`src/rtl/mux_sel_arbiter.sv`:
```
// rtl/mux_sel_arbiter.sv - round-robin burst arbiter driving a 4:1 bus mux select, with registered output
//
// Ports:
//   clk         in   single clock, rising edge
//   rst_n       in   asynchronous active-low reset
//   req[3:0]    in   per-channel word available, held until acknowledged
//   ack[3:0]    out  one-hot, high in the cycle the granted channel's word is captured
//   sel[1:0]    out  registered mux select (granted channel index)
//   mux_out     in   mux output, the word of channel sel
//   data_out    out  registered output word
//   data_valid  out  data_out holds an unconsumed word
//   data_ready  in   downstream accepts data_out when data_valid && data_ready
//   busy        out  high while a grant is held
//
// Optional build macro: ARB_CH0_PRIO_EN gives channel 0 priority over the
// round-robin pointer and lets it cut short a burst on channels 1-3.

module mux_sel_arbiter #(
    parameter int BUS_WIDTH = 16,
    parameter int BURST_MAX = 4
) (
    input  logic                 clk,
    input  logic                 rst_n,
    input  logic [3:0]           req,
    output logic [3:0]           ack,
    output logic [1:0]           sel,
    input  logic [BUS_WIDTH-1:0] mux_out,
    output logic [BUS_WIDTH-1:0] data_out,
    output logic                 data_valid,
    input  logic                 data_ready,
    output logic                 busy
);

    typedef enum logic {
        IDLE  = 1'b0,
        GRANT = 1'b1
    } state_t;

    localparam logic [3:0] LAST_CNT = 4'(BURST_MAX - 1);

    state_t     state, state_nx;
    logic [1:0] sel_nx;
    logic [1:0] last, last_nx;
    logic [3:0] cnt, cnt_nx;
    logic [1:0] pick;
    logic       xfer;
    logic       release_grant;
    logic       prio_release;

    // First requester after the last-served channel; k=4 wraps back to last itself.
    always_comb begin
        logic [1:0] cand;
        logic       found;
        pick  = last + 2'd1;
        found = 1'b0;
        cand  = 2'd0;
        for (int k = 1; k <= 4; k++) begin
            cand = last + 2'(k);
            if (!found && req[cand]) begin
                pick  = cand;
                found = 1'b1;
            end
        end
`ifdef ARB_CH0_PRIO_EN
        if (req[0]) begin
            pick = 2'd0;
        end
`endif
    end

    // A word moves only when the output register is empty or being drained this cycle.
    assign xfer = (state == GRANT) && req[sel] && (!data_valid || data_ready);
    assign ack  = xfer ? (4'b0001 << sel) : 4'b0000;
    assign busy = (state == GRANT);

`ifdef ARB_CH0_PRIO_EN
    // Once a lower channel has moved at least one word, a channel 0 request ends
    // the burst after this cycle whether or not a transfer happens in it.
    assign prio_release = (sel != 2'd0) && (cnt != 4'd0) && req[0];
`else
    assign prio_release = 1'b0;
`endif

    assign release_grant = !req[sel] || (xfer && (cnt == LAST_CNT)) || prio_release;

    always_comb begin
        state_nx = state;
        sel_nx   = sel;
        last_nx  = last;
        cnt_nx   = cnt;
        case (state)
            IDLE: begin
                if (req != 4'b0000) begin
                    state_nx = GRANT;
                    sel_nx   = pick;
                    cnt_nx   = 4'd0;
                end
            end
            GRANT: begin
                if (xfer) begin
                    cnt_nx = cnt + 4'd1;
                end
                if (release_grant) begin
                    state_nx = IDLE;
                    last_nx  = sel;
                end
            end
            default: begin
                state_nx = IDLE;
            end
        endcase
    end

    always_ff @(posedge clk or negedge rst_n) begin
        if (!rst_n) begin
            state <= IDLE;
            sel   <= 2'd0;
            last  <= 2'd3;
            cnt   <= 4'd0;
        end else begin
            state <= state_nx;
            sel   <= sel_nx;
            last  <= last_nx;
            cnt   <= cnt_nx;
        end
    end

    // Push wins over pop, so a simultaneous drain and capture keeps data_valid high.
    always_ff @(posedge clk or negedge rst_n) begin
        if (!rst_n) begin
            data_out   <= '0;
            data_valid <= 1'b0;
        end else if (xfer) begin
            data_out   <= mux_out;
            data_valid <= 1'b1;
        end else if (data_ready) begin
            data_valid <= 1'b0;
        end
    end

endmodule

```
`config.mk`:
```
export PLATFORM = sky130hd
export DESIGN_NAME = mux_sel_arbiter
export DESIGN_NICKNAME = d
export VERILOG_FILES = /design/src/rtl/mux_sel_arbiter.sv
export SDC_FILE = /design/constraint.sdc
export NUM_CORES = 1
export LEC_CHECK = 0
export CAP_MARGIN = 10
export CORE_MARGIN = 4
export CORE_UTILIZATION = 25
export DETAILED_ROUTE_END_ITERATION = 16
export PLACE_DENSITY_LB_ADDON = 0.12
export RECOVER_POWER = 100
export SETUP_SLACK_MARGIN = 0.1
export SYNTH_ARGS = -nofsm -noshare
export SYNTH_HDL_FRONTEND = slang
export SYNTH_SLANG_ARGS = --single-unit
```
`constraint.sdc`:
```
create_clock -name clk -period 1.9 [get_ports clk]
set_input_delay 0.19 -clock clk [delete_from_list [all_inputs] [get_ports clk]]
set_output_delay 0.19 -clock clk [all_outputs]
set_load 0.01 [all_outputs]
```
==> impl_metrics.py, run 1 <==
metrics = {
    "outcome": {
        "status": "finished, final reports clean",
    },
    "setup_path": {
        "crit_arrival_ns": 1.62,
        "crit_path_max_fanout": 3,
        "worstPathRequired_ns": 1.71,
        "worst-r2r-cell-count": 5,
        "critPathCapture": "ack[3]",
        "critical_path_class": "flop to output pin",
        "r2r_end": "last[1]",
        "cp-start-kind": "flop",
        "cp-end-kind": "output pin",
        "timing.rr.start": "sel[1]",
        "cp-startpoint": "sel[1]",
        "r2r_slack_ns": 0.23,
    },
    "pwr": {
        "p_per_area_mw_per_mm2": 1520,
        "power_leakage_nw": 0.907,
        "vdd_drop_max_uv": 581,
        "p_comb_frac": 0.479,
        "power_frac_seq": 0.360,
        "p_clk_frac": 0.162,
        "p_sw_mw": 1.02,
        "swShare": 0.366,
        "p_int_mw": 1.77,
    },
    "floorplan": {
        "start_util": 0.265,
        "core_mm2": 0.00444,
        "row_count": 24,
        "ioPinCount": 47,
        "die_h_um": 76.7,
        "die_area_mm2": 0.00588,
        "die_w_um": 76.7,
    },
    "placed_design": {
        "place_hpwl_um": 2310,
        "gp_congestion": 0.794,
        "portBuffers": 46,
    },
    "global_route": {
        "grt_pass1_vias": 1109,
        "antenna_found_initial": 0,
        "gr-usage-all-layers": 0.105,
        "grt_overflow": 0,
        "grt_max_degree": 27,
        "grt_pass1_wl_um": 5120,
    },
    "clock_network": {
        "cts.sinks": 26,
        "ctsHtreeMaxLevel": 1,
        "clkLatencyLatePin_ns": 0.27,
        "cts_buffers": 3,
        "cts_tree": "yes",
        "path_clk_slew_ns": 0.09,
        "cts_hold_buffers": 0,
        "clock_path_buffers": 2,
        "cts-root-buf": "clkbuf_8",
    },
    "route": {
        "route.detailed.drc": 0,
        "drtPass1Iterations": 4,
        "num_vias": 1106,
        "drt_iter0_markers": 70,
        "wl_per_cell_um": 12.5,
        "viasPerCell": 4.59,
        "postRouteAntennaNets": 0,
        "routed_wl_um": 3010,
    },
    "timing": {
        "hold_viol": 0,
        "slew_headroom": 0.0776,
        "min_period_ns": 1.81,
        "finalClockSkew_ns": 0.00306,
        "setup_viol": 0,
        "maxSlewViolCount": 0,
        "max_slew.worst_pin.slew_ns": 1.38,
        "rsz0062_at_grt": "true",
        "hold-worst-slack_ns": 0.440,
        "finalCritPeriodShare": 0.950,
        "max_freq_ghz": 0.554,
    },
    "logic_synthesis": {
        "avgSynthCellArea_um2": 9.00,
        "ys_types": 30,
        "synthCells": 131,
        "syn_area_mm2": 0.00118,
        "seq_area_frac_synth": 0.554,
        "syn_nets": 155,
        "ys_ff_latch": 26,
        "yosysWarnings": 0,
    },
    "min_path": {
        "hold_path.class": "input pin to flop",
    },
    "cells_and_area": {
        "utilization": 0.414,
        "area_growth_pct": 56.1,
        "layout-drive-gt1-share": 0.111,
        "mostFrequentLayoutCell": "nand2_1",
        "num-fill-cells": 453,
        "fin_nets": 214,
        "num_antenna_cells": 0,
        "final_cell_mix": "nand2_1, dfrtp_1, clkdlybuf4s50_1",
    },
    "job": {
        "maxCapViolations": 0,
    },
}
## worst max-delay path, cell delays in order (launching register included)
cell     delay (ns)
dfrtp_1        0.38
mux4_2         0.51
and3_4         0.20
and3_4         0.14
buf_6          0.11
## metal layers
layer / track usage / vias to the layer above / share of wire
met3: 0.0398 / 2 / 0.076
met5: 0 / - / 0
met2: 0.189 / 35 / 0.49
met4: 0.0109 / 0 / 0.0027
met1: 0.121 / 525 / 0.43
li1: - / 544 / -
## cell type report
cell class / instances / area [um^2] / area share
clock buffers: 3 / 41.3 / 0.0224
clock inverters: 1 / 30.0 / 0.0163
inverters: 5 / 18.8 / 0.0102
multi-input cells: 96 / 498 / 0.271
flip-flops and latches: 26 / 653 / 0.355
well taps: 52 / 65.1 / 0.0354
repair buffers: 58 / 533 / 0.290
## worst min path at each step
stage / startpoint / to / slack (ns) / cells past startpoint
2_1_floorplan: rst_n / busy / -0.11 / 0
3_3_place_gp: data_out[0] / data_out[0] / 0.46 / 2
3_5_place_dp: data_out[7] / data_out[7] / 0.47 / 2
4_1_cts: rst_n / data_out[1] / 0.30 / 2
5_1_grt: mux_out[11] / data_out[11] / 0.45 / 3
6_report: mux_out[7] / data_out[7] / 0.44 / 3
## sequential cells by signal (all words and copies together), names as in the netlist
| register | count |
|---|---|
| cnt | 4 |
| last | 2 |
| data_valid | 1 |
| busy | 1 |
| data_out | 16 |
| sel | 2 |
## cell families (layout without fill, tap and decap cells)
logic type      after synthesis  count (layout)  synth area share
simple gates                 77              77             0.277
buf+inv                       9              67            0.0318
mux                           5               5            0.0563
fa+ha+maj                     1               1            0.0106
compound gates               13              13            0.0701
flops                        26              26             0.554
## power groups by stage
stage / sequential, mW / clock (mW) / combinational, mW
after floorplan: 1.11 / 0 / 0.593
after global placement: 1.02 / 0 / 1.48
after detailed placement: 1.02 / 0 / 1.50
after CTS: 1.02 / 0.470 / 1.50
after global routing: 1.04 / 0.490 / 1.49
final: 1.01 / 0.452 / 1.34
## Yosys cell counts
cell type  number  share of area
nor2b_1         1         0.0053
dfstp_2         2          0.045
inv_1           4          0.013
mux2i_1         1         0.0085
a31oi_1         1         0.0053
mux2_2          1         0.0096
nor4b_1         1         0.0074
and3_1          3          0.016
nand2_1        60           0.19
a21o_1          1         0.0064
a22oi_1         1         0.0064
mux2_1          2          0.019
nand2b_1        2          0.011
ha_1            1          0.011
dfrtp_1        24           0.51
or4b_1          1         0.0085
a222oi_1        1         0.0085
o211ai_1        1         0.0064
a21oi_1         1         0.0042
nand3_1         3          0.013
nor3_1          1         0.0042
o22ai_1         3          0.016
o21ai_0         2         0.0085
inv_2           1         0.0032
clkbuf_1        1         0.0032
nor2_1          4          0.013
buf_2           3          0.013
o21ai_1         2         0.0085
mux4_2          1          0.019
nand3_2         1         0.0085
## metrics by stage
stage	TNS, ns	area [um^2]	total power, mW	setup WS (ns)	std cells
global route	0	1840	3.03	0.0242	241
CTS	0	1850	2.99	0.0132	241
global placement	-0.403	1790	2.50	-0.230	237
finish	0	1840	2.80	0.0949	241
floorplan	0	1180	1.71	0.104	131
detailed placement	-0.436	1790	2.53	-0.248	237
## timing repair
item,CTS,global route
setup buffers,0,0
gates resized for setup,11,2
endpoints found under the setup margin,4,2
cloned,0,0
pin swaps,1,1
No activity file was read; power rests on OpenSTA's default activity.
==> run 2, diff against run 1 <==
RECOVER_POWER = default   (was 100)
==> run 2 against run 1 <==
Compared with the run above:
- global-route usage unchanged
- critical path depth unchanged
- highest routed layer unchanged
- power up 5.4%
- largest power group unchanged
- combinational power rose by 10%
- setup slack lost 0.011 ns
- maximum frequency down 0.58%
- largest cell class unchanged
- critical endpoint unchanged
- register-to-register slack better by 0.03 ns
- sequential share of layout area decreased by 0.45 points
- core utilization grew 0.53 points
==> impl_metrics.py, run 2 (same netlist as run 1, synthesis figures left out) <==
metrics = {
    "timing": {
        "slew_headroom": 0.781,
        "min_period_ns": 1.82,
        "max_freq_ghz": 0.551,
        "hold_viol": 0,
        "layout_setup_ws_ns": 0.0843,
        "tns_ns": 0,
        "rsz0062_at_grt": "true",
        "hold-worst-slack_ns": 0.291,
        "max_slew.worst_pin.slew_ns": 0.329,
        "finalClockSkew_ns": 0.00481,
        "maxSlewViolCount": 0,
        "setup_viol": 0,
        "finalCritPeriodShare": 0.956,
    },
    "setup_path": {
        "cp-startpoint": "sel[1]",
        "worstPathRequired_ns": 1.71,
        "crit_path_max_fanout": 3,
        "cp-end-kind": "output pin",
        "crit_arrival_ns": 1.63,
        "critical_path_class": "flop to output pin",
        "timing.rr.start": "sel[1]",
        "cp-start-kind": "flop",
    },
    "cells_and_area": {
        "area_growth_pct": 58.1,
        "top_register": "data_out",
        "largest_reg_flops": 16,
        "reg_top3": "data_out: 16 flops, cnt: 4 flops",
        "final_cell_mix": "nand2_1, clkdlybuf4s50_1, dfrtp_1",
        "layout-drive-gt1-share": 0.138,
        "mostFrequentLayoutCell": "nand2_1",
        "fin_nets": 214,
        "num_antenna_cells": 0,
    },
    "floorplan": {
        "ioPinCount": 47,
        "die_w_um": 76.7,
        "row_count": 24,
        "start_util": 0.265,
        "core_mm2": 0.00444,
        "die_area_mm2": 0.00588,
        "die_h_um": 76.7,
    },
    "route": {
        "num_vias": 1092,
        "route.detailed.drc": 0,
        "drt_iter0_markers": 61,
        "postRouteAntennaNets": 0,
        "routed_wl_um": 3040,
        "dr_wl_met3_um": 173,
        "viasPerCell": 4.53,
        "drtPass1Iterations": 6,
        "top_layer_used": "met4",
        "drt-met1-wl_um": 1330,
        "wl_met2_um": 1530,
        "wl_per_cell_um": 12.6,
    },
    "global_route": {
        "grt_max_degree": 27,
        "gr-usage-all-layers": 0.105,
        "grt_pass1_wl_um": 5120,
        "antenna_found_initial": 0,
        "grt_pass1_vias": 1109,
        "grt_overflow": 0,
    },
    "min_path": {
        "hold_path.class": "input pin to asynchronous set/reset pin",
    },
    "pwr": {
        "vdd_drop_max_uv": 613,
        "p_per_area_mw_per_mm2": 1580,
        "total_power_mw": 2.95,
        "power_leakage_nw": 0.906,
    },
    "clock_network": {
        "cts_hold_buffers": 0,
        "clock_path_buffers": 2,
        "cts.sinks": 26,
        "cts_buffers": 3,
        "postCtsSetupBuffers": 0,
        "path_clk_slew_ns": 0.09,
        "cts_tree": "yes",
        "clkLatencyLatePin_ns": 0.27,
        "ctsHtreeMaxLevel": 1,
        "cts-root-buf": "clkbuf_8",
    },
    "placed_design": {
        "dp_slack_ns": -0.248,
        "gp_congestion": 0.794,
        "portBuffers": 46,
        "place_hpwl_um": 2310,
    },
    "outcome": {
        "status": "finished, final reports clean",
    },
    "job": {
        "maxCapViolations": 0,
    },
}
run 2: cell types whose count changed in the layout (fill, tap and decap cells not counted), moves of 3 or more:
| cell | change |
|---|---|
| clkbuf_1 | -3 |
| clkdlybuf4s50_1 | +20 |
| buf_4 | +3 |
| dlygate4sd3_1 | -20 |
run 2: final timing paths:
check                              end  slack, ns  cells past startpoint
min                        data_out[3]       0.29                      2
max in group asynchronous      last[1]       1.31                      2
min reg2reg                data_out[1]       0.49                      2
min in group clk           data_out[7]       0.44                      3
max reg2reg                     cnt[2]       0.26                      5
max                             ack[3]       0.08                      4
run 2: what timing repair did:
action                     4_1_cts  5_1_grt
gates resized for setup         11        2
setup endpoints to repair        4        2
pin swaps                        1        1
run 2: cell type report:
type / count / area, um^2
clock buffer: 3 / 41.3
clock inverter: 1 / 30.0
fill: 448 / 2580
inverter: 5 / 18.8
multi-input combinational: 96 / 498
sequential: 26 / 653
tap: 52 / 65.1
timing repair buffer: 58 / 557
run 2: power breakdown:
part           internal (mW)  switching (mW)  leakage [nW]
Sequential             0.828           0.192         0.321
Combinational          0.793           0.685         0.549
Clock                  0.282           0.168        0.0357
run 2: metrics by stage:
step                utilization  std cells  instance area (um^2)
global route              0.419        241                  1860
finish                    0.419        241                  1860
detailed placement        0.402        237                  1790
floorplan                     -        131                  1180
global placement          0.402        237                  1790
CTS                       0.417        241                  1850
run 2: per-layer routing:
layer  global-route usage  vias to the layer above
met1                0.121                      514
met4               0.0109                        0
li1                     -                      543
met3               0.0398                        2
met2                0.189                       33
met5                    0                        -
run 2: worst max-delay path: stages, from the launching register on:
cell and delay [ns]:
dfrtp_1 0.39, mux4_2 0.52, and3_4 0.20, and3_4 0.14
buf_6 0.11
